## config.mk

```make
export PLATFORM = sky130hd
export DESIGN_NAME = f_fetch
export DESIGN_NICKNAME = d
export VERILOG_FILES = /design/src/rtl/f_fetch_pkg.sv /design/src/rtl/f_fetch_fd_reg.sv /design/src/rtl/f_fetch.sv
export SDC_FILE = /design/constraint.sdc
export NUM_CORES = 1
export LEC_CHECK = 0
export ABC_AREA = 0
export CORE_UTILIZATION = 39
export CTS_BUF_LIST = sky130_fd_sc_hd__clkbuf_16
export DETAILED_ROUTE_END_ITERATION = 6
export PLACE_DENSITY = 0.78
export SKIP_CTS_REPAIR_TIMING = 1
export SYNTH_ARGS = -nofsm -noshare
export SYNTH_HDL_FRONTEND = slang
export SYNTH_SLANG_ARGS = --single-unit
```

## constraint.sdc

```tcl
create_clock -name clk -period 1.5 [get_ports clk]
set_input_delay 0.3 -clock clk [delete_from_list [all_inputs] [get_ports clk]]
set_output_delay 0.3 -clock clk [all_outputs]
set_load 0.05 [all_outputs]
```

## src/rtl/f_fetch_pkg.sv

```systemverilog
// f_fetch_pkg: shared types and constants for the fetch stage.
//
// Contents:
//   fetch_state_e    - fetch FSM state encoding (2 bits)
//   RESET_PC_DEFAULT - default PC loaded by reset
//   NOP_INSTR        - encoding placed in the pipeline for a squashed fetch
//   is_misaligned()  - word-alignment test on the low PC bits

package f_fetch_pkg;

  // StReq  : request for f_pc is presented to the instruction memory
  // StWait : request accepted, waiting for the read response
  // StHave : instruction for f_pc is buffered and ready to move into D
  typedef enum logic [1:0] {
    StReq  = 2'd0,
    StWait = 2'd1,
    StHave = 2'd2
  } fetch_state_e;

  localparam logic [31:0] RESET_PC_DEFAULT = 32'h0000_3000;
  localparam logic [31:0] NOP_INSTR        = 32'h0000_0000;

  function automatic logic is_misaligned(input logic [1:0] pc_lo);
    return pc_lo != 2'b00;
  endfunction

endpackage

```

## src/rtl/f_fetch_fd_reg.sv

```systemverilog
// f_fetch_fd_reg: F/D pipeline register.
//
// Loads pc/instr/valid (and the address-error flag when FETCH_ALIGN_CHK_EN is
// defined) when en_i is high, holds otherwise. Reset is synchronous,
// active-low, and clears every field.
//
// Ports:
//   clk_i    - clock
//   rst_ni   - synchronous active-low reset
//   en_i     - load enable (fetch advancing into D)
//   pc_i     - PC of the instruction entering D
//   instr_i  - instruction entering D
//   valid_i  - entering slot holds a real instruction
//   adel_i   - entering slot took an instruction address error (macro only)
//   pc_o     - PC of the instruction in D
//   instr_o  - instruction in D
//   valid_o  - D holds a real instruction (0 = bubble)
//   adel_o   - D instruction took an address error (macro only)
//
// Configuration macro: FETCH_ALIGN_CHK_EN adds the adel_i/adel_o field.

module f_fetch_fd_reg (
  input  logic        clk_i,
  input  logic        rst_ni,
  input  logic        en_i,
  input  logic [31:0] pc_i,
  input  logic [31:0] instr_i,
  input  logic        valid_i,
`ifdef FETCH_ALIGN_CHK_EN
  input  logic        adel_i,
  output logic        adel_o,
`endif
  output logic [31:0] pc_o,
  output logic [31:0] instr_o,
  output logic        valid_o
);

  logic [31:0] pc_q, pc_d;
  logic [31:0] instr_q, instr_d;
  logic        valid_q, valid_d;
`ifdef FETCH_ALIGN_CHK_EN
  logic        adel_q, adel_d;
`endif

  always_comb begin
    pc_d    = pc_q;
    instr_d = instr_q;
    valid_d = valid_q;
`ifdef FETCH_ALIGN_CHK_EN
    adel_d  = adel_q;
`endif
    if (en_i) begin
      pc_d    = pc_i;
      instr_d = instr_i;
      valid_d = valid_i;
`ifdef FETCH_ALIGN_CHK_EN
      adel_d  = adel_i;
`endif
    end
  end

  always_ff @(posedge clk_i) begin
    if (!rst_ni) begin
      pc_q    <= '0;
      instr_q <= '0;
      valid_q <= 1'b0;
`ifdef FETCH_ALIGN_CHK_EN
      adel_q  <= 1'b0;
`endif
    end else begin
      pc_q    <= pc_d;
      instr_q <= instr_d;
      valid_q <= valid_d;
`ifdef FETCH_ALIGN_CHK_EN
      adel_q  <= adel_d;
`endif
    end
  end

  assign pc_o    = pc_q;
  assign instr_o = instr_q;
  assign valid_o = valid_q;
`ifdef FETCH_ALIGN_CHK_EN
  assign adel_o  = adel_q;
`endif

endmodule

```

## src/rtl/f_fetch.sv

```systemverilog
// f_fetch: fetch stage of the 5-stage MIPS pipeline.
//
// Owns the F-stage PC and the F/D pipeline register. Fetches the instruction
// at f_pc through a request/response instruction-memory handshake, buffers it,
// and moves it into D when the hazard unit does not stall D. f_pc then loads
// nPc from the D-stage next-PC logic. f_miss tells the hazard unit that F has
// nothing to hand over yet.
//
// Parameters:
//   RESET_PC - PC value after reset
//
// Ports:
//   clk         - clock, all state updates on the rising edge
//   reset       - synchronous active-low reset
//   nPc         - next PC from the D-stage next-PC logic
//   d_stall     - hazard-unit stall for D
//   imem_req    - instruction read request valid
//   imem_addr   - request address (equal to f_pc)
//   imem_ready  - memory accepts the request this cycle
//   imem_rvalid - read data valid
//   imem_rdata  - read data
//   f_pc        - current F-stage PC
//   f_miss      - F holds no instruction for f_pc
//   f_adel      - f_pc is misaligned, F holds a nop (macro only)
//   d_adel      - D instruction took an address error (macro only)
//   d_pc        - PC of the instruction in D
//   d_instr     - instruction in D
//   d_valid     - D holds a real instruction (0 = bubble)
//
// Configuration macro: FETCH_ALIGN_CHK_EN enables the instruction-address
// alignment check and the f_adel/d_adel ports.

module f_fetch
  import f_fetch_pkg::*;
#(
  parameter logic [31:0] RESET_PC = RESET_PC_DEFAULT
) (
  input  logic        clk,
  input  logic        reset,
  input  logic [31:0] nPc,
  input  logic        d_stall,
  output logic        imem_req,
  output logic [31:0] imem_addr,
  input  logic        imem_ready,
  input  logic        imem_rvalid,
  input  logic [31:0] imem_rdata,
  output logic [31:0] f_pc,
  output logic        f_miss,
`ifdef FETCH_ALIGN_CHK_EN
  output logic        f_adel,
  output logic        d_adel,
`endif
  output logic [31:0] d_pc,
  output logic [31:0] d_instr,
  output logic        d_valid
);

  fetch_state_e state_q, state_d;
  logic [31:0]  pc_q, pc_d;
  logic [31:0]  ibuf_q, ibuf_d;
  logic         advance;

  always_comb begin
    state_d  = state_q;
    pc_d     = pc_q;
    ibuf_d   = ibuf_q;
    imem_req = 1'b0;
    advance  = 1'b0;

    case (state_q)
      StReq: begin
`ifdef FETCH_ALIGN_CHK_EN
        // A misaligned PC never reaches memory; F hands a nop to D instead.
        if (is_misaligned(pc_q[1:0])) begin
          ibuf_d  = NOP_INSTR;
          state_d = StHave;
        end else
`endif
        begin
          imem_req = 1'b1;
          if (imem_ready) begin
            if (imem_rvalid) begin
              // Zero-latency memory: data arrives with the accept.
              ibuf_d  = imem_rdata;
              state_d = StHave;
            end else begin
              state_d = StWait;
            end
          end
        end
      end

      StWait: begin
        if (imem_rvalid) begin
          ibuf_d  = imem_rdata;
          state_d = StHave;
        end
      end

      StHave: begin
        // nPc is only consumed here, so a redirect resolved in a frozen D
        // is still on nPc when F finally advances.
        if (!d_stall) begin
          advance = 1'b1;
          pc_d    = nPc;
          state_d = StReq;
        end
      end

      default: begin
        state_d = StReq;
      end
    endcase
  end

  always_ff @(posedge clk) begin
    if (!reset) begin
      state_q <= StReq;
      pc_q    <= RESET_PC;
      ibuf_q  <= '0;
    end else begin
      state_q <= state_d;
      pc_q    <= pc_d;
      ibuf_q  <= ibuf_d;
    end
  end

  assign imem_addr = pc_q;
  assign f_pc      = pc_q;
  assign f_miss    = (state_q != StHave);

`ifdef FETCH_ALIGN_CHK_EN
  // pc_q cannot change while in StHave, and a misaligned pc_q always takes
  // the direct StReq->StHave path, so this is exact without extra state.
  assign f_adel = (state_q == StHave) && is_misaligned(pc_q[1:0]);
`endif

  f_fetch_fd_reg u_fd_reg (
    .clk_i   (clk),
    .rst_ni  (reset),
    .en_i    (advance),
    .pc_i    (pc_q),
    .instr_i (ibuf_q),
    .valid_i (1'b1),
`ifdef FETCH_ALIGN_CHK_EN
    .adel_i  (f_adel),
    .adel_o  (d_adel),
`endif
    .pc_o    (d_pc),
    .instr_o (d_instr),
    .valid_o (d_valid)
  );

endmodule

```

* After elaboration in Yosys (flattened, before gate mapping)
Index checks and enable logic that the tools add are counted.
** Storage, ports and cells
- Logic and storage cells :: 29
- Flip-flop bits (word level) :: 131
- Input port bits :: 69
- Output and inout bits :: 131
** Cells by class
- Bitwise gates (word level) :: 1
- Multiplexer cells :: 11
- Reduce and logical (&&, ||, !) cells :: 5
- Equal/unequal tests :: 6
** Operators by type and width (number)
- two-way mux 32 bit :: 2
- case mux 32 bit (2 select lines) :: 1
- two-way mux 2 bit :: 4
- != test 2 bit, second input constant :: 4
- case mux 2 bit (3 select lines) :: 1
- AND reduction 2 bit :: 2
- two-way mux 1 bit :: 3
- AND reduction 3 bit :: 1
- == test 2 x 1 -> 1 bit, second input constant :: 1
- == test 2 bit, second input constant :: 1
- logical NOT 2 bit :: 1
- nonzero test 2 bit :: 1
- NOT 1 bit :: 1

* Logic depth before layout (Yosys ltp)
- Word-level depth :: 3
- Gate-level depth with buffers :: 6
- Mapped depth without buffers :: 3

* Cells and area by module
Synthesis repeated with hierarchy kept, for this count alone.
** Unflattened totals
- Cell total of the unflattened synthesis :: 535
- Area total of the unflattened synthesis :: 5271.3 µm²
** Modules (own cells, without submodules)
- f_fetch :: sequential area each 1321.3 µm², instances 1, cells each 326, area each 2766.4 µm²
- f_fetch_fd_reg :: sequential area each 1301.2 µm², instances 1, cells each 209, area each 2504.9 µm²

* Worst setup path before layout
No wires, ideal clock.
- Path kind :: register to register
- Start point :: reg state_q[1]
- End point :: reg pc_q[12], in the netlist f_pc[12]
- Setup slack :: 82 ps
- Library setup time :: 140 ps
- Stages on the path, launching flop included :: 7
- Buffers on the path :: 3
- Arrival :: 1278 ps
- Period minus slack after synthesis :: 1418 ps
- Required time :: 1360 ps
- Cell sequence :: dfxtp_1 or3b_1 buf_6 buf_6 buf_6 nand2_2 nand3_1
** Between the ends
- Longest elaborated chain between the ends :: 2
** RTL lines
- from (decl) :: RTL line f_fetch.sv:58 : fetch_state_e state_q, state_d;
- from (signal assigned) :: RTL line f_fetch.sv:118 : state_q <= StReq;
- from (signal assigned) :: RTL line f_fetch.sv:122 : state_q <= state_d;
- == test 2 bit :: RTL line f_fetch.sv:70 : case (state_q)
- AND reduction 2 bit (no source line)
- to (signal assigned) :: RTL line f_fetch.sv:123 : pc_q <= pc_d;
- to (decl) :: RTL line f_fetch.sv:59 : logic [31:0] pc_q, pc_d;
No other way between the ends.
A chain may end at the register's enable or synchronous reset.

* Worst setup path in the final report
- Start point :: reg state_q[1]
- End point :: out f_miss
** Between the ends
- Longest elaborated chain between the ends :: 1
** RTL lines
- != test 2 bit :: RTL line f_fetch.sv:130 : assign f_miss = (state_q != StHave);
- to (decl) :: RTL line f_fetch.sv:48 : output logic f_miss,
No other way between the ends.

==> results.md <==
* Final-layout fill cell count at about 800
* VDD IR max at 0.767 mV
* I/O Buffers at 199
* Most frequent cells in the layout: buf_12, dfxtp_1, nand2_1, nand3_1, o21ai_0
* Skew-Pair Late Insertion Delay at roughly 400 ps
* Synth Area per Inst at 9.05 um2
* Die area at 13000 um2
* Peak Freq at 0.679 GHz
* Util after Layout at 0.723
* Number of synthesized register bits at 131
* Largest net degree at the start of global routing at 66
* Top-level I/O count at 200
* WL final at about 13000 um
* Combinational share of power at 0.121
* Tmin final at 1470 ps
* Area Overhead vs Synth at 78.4%
* Crit start category: register
* CTS tree: done
* DR iter-0 viols at 223
* Pre-CTS WS at -316 ps
* Switch Pwr at slightly above 2000 uW
* Post-synth cell types at 21
* Slew Limit Headroom at 0.780
* Cell area power density at 994 nW/um2
* Max-Cap Viols at 0
* Fin cells at 880
* CP Class: reg2out
* YS warnings at 0
* Clock transition at path regs at 60 ps
* Synthesized Nets at 611
* Post-DP HPWL at 9580 um
* Post-Syn Area at between 4000 and 5000 um2
* Post-DRT Antenna Nets at 0
* Cell area after layout at 8750 um2
* Area after DPL at 8170 um2
* Row count at 40
* Initial antenna violation count at 0
* DRC at 0
* Clk sink count at 131
* Final setup vio count at 0
* P_int at 6660 uW
* Layout cells sized above 1 at 0.284
* Lkg Pwr at about 0.0034 uW
* DR vias/cell at 4.90
* Critical path arrival at 1170 ps
* Die Span X at 114 um
* Placeable Area at ~12000 um2
* Final Worst Setup Slack at 26.9 ps
* Crit. End Element: output pin
* Post-synthesis sequential area ratio at 0.535
* Crit Reg-Reg Startpoint: state_q[0]$_SDFFE_PN0P_
* Post-Syn Instances at 542
* Final GP Congestion at 0.770
* Vias in the first global route at 4304
* Max Fanout on Critical Path at 7
* Share of power burned in registers at 0.420
* Global Route Usage Sum at 0.208
* Final Hold Fails at 0
* Hold_sp: reset
* Worst Setup SP: state_q[1]$_SDFFE_PN0P_
* Clock Power Share at 0.459
* Final Max Slew Viols at 0
* Die Ht at 114 um
* H-tree depth at 4
* First-pass GRT wire length at 20900 um
* Remaining Overflow, GRT at 0
* Antenna fix cells at 0
* Switching Fraction at 0.234
* RSZ-0062 raised after global routing: true
* Total CTS buffers at 17
* Placed cells at 848
* Routed via count at 4312
* Bufs on Longest Clock Path at 2
* DRT Pass-1 Iters at 5
* Total power at 8700 uW
* Worst-margin pin slew at 326 ps
* Setup Skew at 6.47 ps
* Commonest non-fill, non-tap cell in the layout: buf_12
* Status: complete, no violations
* Required @ worst endpoint at 1200 ps
* Initial core utilization at 0.405
* Routed len/inst at between 15 and 20 um
* Worst min path class: in2reg
* NumNets Final at 768
* Root Driver: clkbuf_16
* Period utilization at 0.982
[cell usage after synthesis (all sizes together)]
master / instances / area share
mux2i: 32 / 0.065
o21ai: 92 / 0.10
o21a: 1 / 0.0015
dfxtp: 131 / 0.53
nor3b: 1 / 0.0015
or3b: 2 / 0.0036
nand3b: 1 / 0.0015
nand2: 100 / 0.078
a21boi: 1 / 0.0015
clkbuf: 18 / 0.014
nor2: 2 / 0.0015
buf: 61 / 0.085
nand3: 98 / 0.11
nor4b: 1 / 0.0018
or2b: 1 / 0.0015
[worst max-delay path, stage by stage (launching register included)]
cell,delay (ps)
dfxtp_4,370
or2b_1,240
buf_6,150
[power by group through the flow]
stage	Sequential (uW)	Combinational [uW]	Clock, uW
3_3_place_gp	3720	1020	0
2_1_floorplan	3810	422	0
3_5_place_dp	3730	1050	0
5_1_grt	3660	1110	4200
4_1_cts	3660	1060	4060
6_report	3660	1050	3990
[registers in the layout, indices dropped and copies added (netlist names)]
signal and flops:
f_pc 32, ibuf_q 32, state_q 2, u_fd_reg.instr_o 32
u_fd_reg.pc_o 32, u_fd_reg.valid_o 1
[metal layers]
| metal | global-route usage | share of wire |
|---|---|---|
| met3 | 0.0540 | 0.048 |
| met1 | 0.217 | 0.38 |
| met2 | 0.380 | 0.55 |
| met5 | 0 | 0 |
| met4 | 0.118 | 0.028 |
[metrics by stage]
step	setup TNS [ps]	hold WS [ps]
floorplan	0	379
global placement	-22750	448
detailed placement	-27420	456
CTS	-103	266
global route	-15.1	298
finish	0	281
[cells by family after synthesis]
kind of cell	count (synthesis)	share of synthesized area
buf+inv	79	0.0990
compound gates	94	0.106
simple gates	206	0.195
flops	131	0.535
mux	32	0.0653
[path summary, 6_finish.rpt]
path	cells after the start	slack [ps]	endpoint
setup / recovery	2	30	f_miss
hold / removal	3	280	ibuf_q[13]$_SDFFE_PN0P_
setup reg to reg	4	50	ibuf_q[26]$_SDFFE_PN0P_
hold reg to reg	2	460	ibuf_q[13]$_SDFFE_PN0P_
[layout make-up]
| class | instances | area, um2 | area share |
|---|---|---|---|
| Timing Repair Buffer | 217 | 3530 | 0.403 |
| Sequential cell | 131 | 2630 | 0.300 |
| Multi-Input combinational cell | 332 | 1810 | 0.207 |
| Clock buffer | 17 | 425 | 0.0486 |
| Tap cell | 168 | 210 | 0.0240 |
| Clock inverter | 15 | 148 | 0.0169 |
No activity file was read; power rests on OpenSTA's default activity.
==> RTL change 1, RTL diff (config.mk and constraints unchanged) <==
Build with the macro `FETCH_ALIGN_CHK_EN` defined.
--- a/src/rtl/f_fetch_fd_reg.sv
+++ b/src/rtl/f_fetch_fd_reg.sv
@@ -18,6 +18,8 @@
 //   adel_o   - D instruction took an address error (macro only)
 //
 // Configuration macro: FETCH_ALIGN_CHK_EN adds the adel_i/adel_o field.
+
+`define FETCH_ALIGN_CHK_EN
 
 module f_fetch_fd_reg (
   input  logic        clk_i,
Behaviour (old outputs only; new: d_adel and f_adel): not the same (a bounded check fails within 4 cycles, from zero or initial values and one cycle with reset low).
==> RTL change 1 against the unedited design <==
The run now ends with DRC, setup timing left; sequential power increased by 2%; setup slack got worse by 0.17 ns; global-route usage up 1.4 points; sequential cell count up 1; power increased by 0.73%; area after synthesis is 3.3% lower; final area grew 0.29%; routed wire length rose by 8.2%; largest cell class unchanged; largest power group is now sequential cells.
==> RTL change 1: results <==
metrics = {
    "global_route": {
        "grt_util_met2": 0.418,
        "groute.usage.overall": 0.222,
        "gr-usage-met1": 0.233,
        "grt_start_max_net_pins": 38,
        "grt_pass1_wl_mm": 21.7,
        "globalRouteMet3Util": 0.0605,
        "first_global_vias": 4326,
    },
    "synthesis": {
        "synth.lib_cells_used.distinct": 23,
        "synth_xor_xnor_area_share": 0,
        "seq_area_frac_synth": 0.557,
        "post_synth_most_frequent_cells": "sky130_fd_sc_hd__nand2_1 (195), sky130_fd_sc_hd__dfxtp_1 (132), sky130_fd_sc_hd__a21oi_1 (95)",
        "synth-compound-area-share": 0.171,
        "postSynthAreaPerCell_um2": 8.69,
        "synth.top_cells.by_area": "sky130_fd_sc_hd__dfxtp_1 (56%), sky130_fd_sc_hd__nand2_1 (15%), sky130_fd_sc_hd__a21oi_1 (10%)",
        "muxShareOfSynthArea": 0,
        "synthesis.nets": 615,
        "yosys_most_used_dff": "sky130_fd_sc_hd__dfxtp_1",
    },
    "placement": {
        "port-buffer-count": 201,
        "dp_worst_setup_slack_ns": -0.360,
        "post-dp-hpwl_mm": 10.1,
        "placed_cell_area_um2": 8110,
        "dpl.cell_count": 840,
        "finalWeightedCongestion": 0.814,
    },
    "routing": {
        "detail_route.wirelength.met1_mm": 5.27,
        "drt-pass1-iter-count": 7,
        "drc_errors": 16,
        "route.met3.wl_um": 879,
        "wl_met2_mm": 7.99,
        "top_signal_layer_used": "met4",
        "initialDrtViolationCount": 301,
        "route.final.wire_length_mm": 14.4,
        "via_count": 4441,
    },
    "critical_path": {
        "critical_path.endpoint": "imem_req",
        "crit_path_max_incr_delay_ns": 0.35,
        "setup.reg_to_reg.worst_slack_ns": -0.11,
        "worst_r2r_startpoint": "f_pc[1]",
        "reg2reg_depth": 6,
        "end_of_the_worst_register_to_register_path": "ibuf_q[30]",
        "worst-endpoint-arrival_ns": 1.34,
        "critical_path.max_fanout": 4,
        "worst_path_max_delay_cell": "sky130_fd_sc_hd__dfxtp_4",
    },
    "power_and_ir_drop": {
        "power_density_nw_per_um2": 998,
        "peak_vdd_ir_mv": 0.783,
        "power.static_leakage_nw": 3.27,
        "power_switching_share": 0.256,
        "seq-power_mw": 3.74,
        "clk-power_mw": 3.73,
    },
    "timing": {
        "clock_skew_ns": 0.00731,
        "slew_headroom": 0.745,
        "setup_violations": 34,
        "final.setup.tns_ns": -3.22,
        "worst_slack_ns": -0.139,
    },
    "final_layout": {
        "layout-drive-gt1-share": 0.275,
        "final-instance-count-excl-fill": 880,
        "nNetsFinal": 793,
    },
    "run_status": {
        "outcome": "finished, violations left",
        "failed_checks": "DRC, setup timing",
    },
    "cts": {
        "clk_transition_reported_paths_ns": 0.05,
        "numCtsBuffers": 17,
    },
}
[RTL change 1: worst min-delay path by stage]
stage                            to  cells past startpoint       start  slack (ns)
2_1_floorplan              f_pc[12]                      1       reset        0.37
3_3_place_gp   u_fd_reg.instr_o[22]                      2  ibuf_q[22]        0.44
3_5_place_dp    u_fd_reg.instr_o[8]                      2   ibuf_q[8]        0.45
4_1_cts                    f_pc[23]                      3     nPc[23]        0.43
5_1_grt                    f_pc[20]                      3     nPc[20]        0.44
6_report                   f_pc[20]                      3     nPc[20]        0.45
[RTL change 1: area by class of cell]
cell class                 instances  area [um^2]
clock inverter                    15          116
tap                              143          179
inverter                           3         11.3
multi-input combinational        341         1670
clock buffer                      17          425
sequential                       132         2660
timing repair buffer             229         3720
fill                             777         2840
[RTL change 1: worst max-delay path: cells and delay by family (launching register included)]
kind	cells	cell delay [ns]
AND/OR/NAND/NOR	2	0.42
buffers and inverters	1	0.16
flip-flops	1	0.35
==> RTL change 2, RTL diff (same flow settings) <==
Without the edit above. Reset style: asynchronous (`reset` and `rst_ni`), changed in 2 clocked blocks. Comments in the files are not updated.
--- a/src/rtl/f_fetch_fd_reg.sv
+++ b/src/rtl/f_fetch_fd_reg.sv
@@ -59,7 +59,7 @@
     end
   end
 
-  always_ff @(posedge clk_i) begin
+  always_ff @(posedge clk_i or negedge rst_ni) begin
     if (!rst_ni) begin
       pc_q    <= '0;
       instr_q <= '0;
--- a/src/rtl/f_fetch.sv
+++ b/src/rtl/f_fetch.sv
@@ -113,7 +113,7 @@
     endcase
   end
 
-  always_ff @(posedge clk) begin
+  always_ff @(posedge clk or negedge reset) begin
     if (!reset) begin
       state_q <= StReq;
       pc_q    <= RESET_PC;
Check against the original RTL: differs if reset is asserted again (counterexample within 4 cycles, from zero or initial values and one cycle with reset low); with reset held inactive, the same outputs for 4 cycles.
==> RTL change 2 against the unedited design <==
The run now ends with setup timing left; sequential cell count unchanged; setup slack worse by 0.072 ns; register-to-register slack got worse by 0.06 ns; sequential share of layout area up 5.0 points; critical path depth rose by 1; via count down 25%; routed wire length is 0.36% lower; area after synthesis is 8.0% higher; final cell count is 21% lower; final area rose by 6.9%.
Power is not compared: it rests on default switching activity, and its combinational part moved more than twofold at a synthesized area within 25%.
==> RTL change 2: results <==
metrics = {
    "run_status": {
        "outcome": "finished, violations left",
        "failed_checks": "setup timing",
    },
    "placement": {
        "dp_worst_setup_slack_ns": -0.333,
        "dpl.cell_count": 657,
        "finalWeightedCongestion": 0.759,
        "placed_cell_area_um2": 8610,
    },
    "synthesis": {
        "post_synth_most_frequent_cells": "sky130_fd_sc_hd__dfrtp_1 (129), sky130_fd_sc_hd__mux2_2 (97), sky130_fd_sc_hd__buf_4 (38)",
        "synth.lib_cells_used.distinct": 18,
        "post_synthesis_cells": 314,
        "synthesis.nets": 383,
        "async_set_reset_flop_share_out_of_synthesis": 1.00,
    },
    "timing": {
        "setup_violations": 4,
        "worst_slack_ns": -0.0456,
        "clock_skew_ns": 0.0111,
    },
    "final_layout": {
        "layout-drive-gt1-share": 0.585,
        "final-instance-count-excl-fill": 696,
        "fillCellCount": 842,
        "nNetsFinal": 576,
    },
    "global_route": {
        "gr-usage-met1": 0.222,
        "grt_start_max_net_pins": 35,
        "first_global_vias": 3667,
        "groute.usage.overall": 0.192,
        "globalRouteMet3Util": 0.0811,
    },
    "routing": {
        "route.met3.wl_um": 919,
        "routedWlPerCell_um": 19.0,
        "drt-pass1-iter-count": 4,
        "initialDrtViolationCount": 75,
        "via_count": 3249,
    },
    "critical_path": {
        "worst_path_max_delay_cell": "sky130_fd_sc_hd__dfrtp_1",
    },
}
## RTL change 2: changes by cell type after synthesis, sizes merged, moves of 91 or more
cell	delta
dfrtp	+129
dfxtp	-131
mux2	+128
nand2	-100
nand3	-98
o21ai	-91
## RTL change 2: kinds of logic (layout without fill, tap and decap cells)
logic type | count (synthesis) | in the layout | share of synthesized area
flip-flops | 131 | 131 | 0.619
multiplexers | 128 | 128 | 0.293
buffers and inverters | 46 | 252 | 0.0751
AND/OR/NAND/NOR | 7 | 7 | 0.0111
AO/OA/AOI/OAI | 2 | 2 | 0.00212
## RTL change 2: worst paths after layout
kind,endpoint,cells after the start,slack [ns]
max in group asynchronous,f_pc[13],3,0.52
hold reg to reg,u_fd_reg.instr_o[28],1,0.49
setup reg to reg,f_pc[6],5,-0.01
hold / removal,f_pc[16],2,0.39
setup / recovery,f_miss,3,-0.05
min in group clk,state_q[0],2,0.46
## RTL change 2: cell type report
cell class,instances,share of cell area
repair buffers,219,0.388
flip-flops and latches,131,0.351
multi-input cells,137,0.185
clock buffers,17,0.0455
well taps,176,0.0235
clock inverters,15,0.00628
inverters,1,0.000401
## RTL change 2: power breakdown
| group | internal (mW) | leakage (nW) | switching (mW) | total, mW |
|---|---|---|---|---|
| Clock | 2.01 | 0.275 | 1.34 | 3.36 |
| Sequential | 5.02 | 1.54 | 1.93 | 6.95 |
| Combinational | 7.63 | 2.35 | 7.10 | 14.7 |
## RTL change 2: worst max-delay path: cells and delay by family, from the launching register on
family | cells | cell delay (ns)
and+or+nand+nor | 1 | 0.18
buffers and inverters | 2 | 0.27
DFF | 1 | 0.40
## RTL change 2: stage by stage
step	util	hold slack, ns
after global placement	0.650	0.264
after global routing	0.707	0.409
after floorplan	-	0.00441
after detailed placement	0.650	0.271
after CTS	0.687	-0.173
final	0.707	0.392
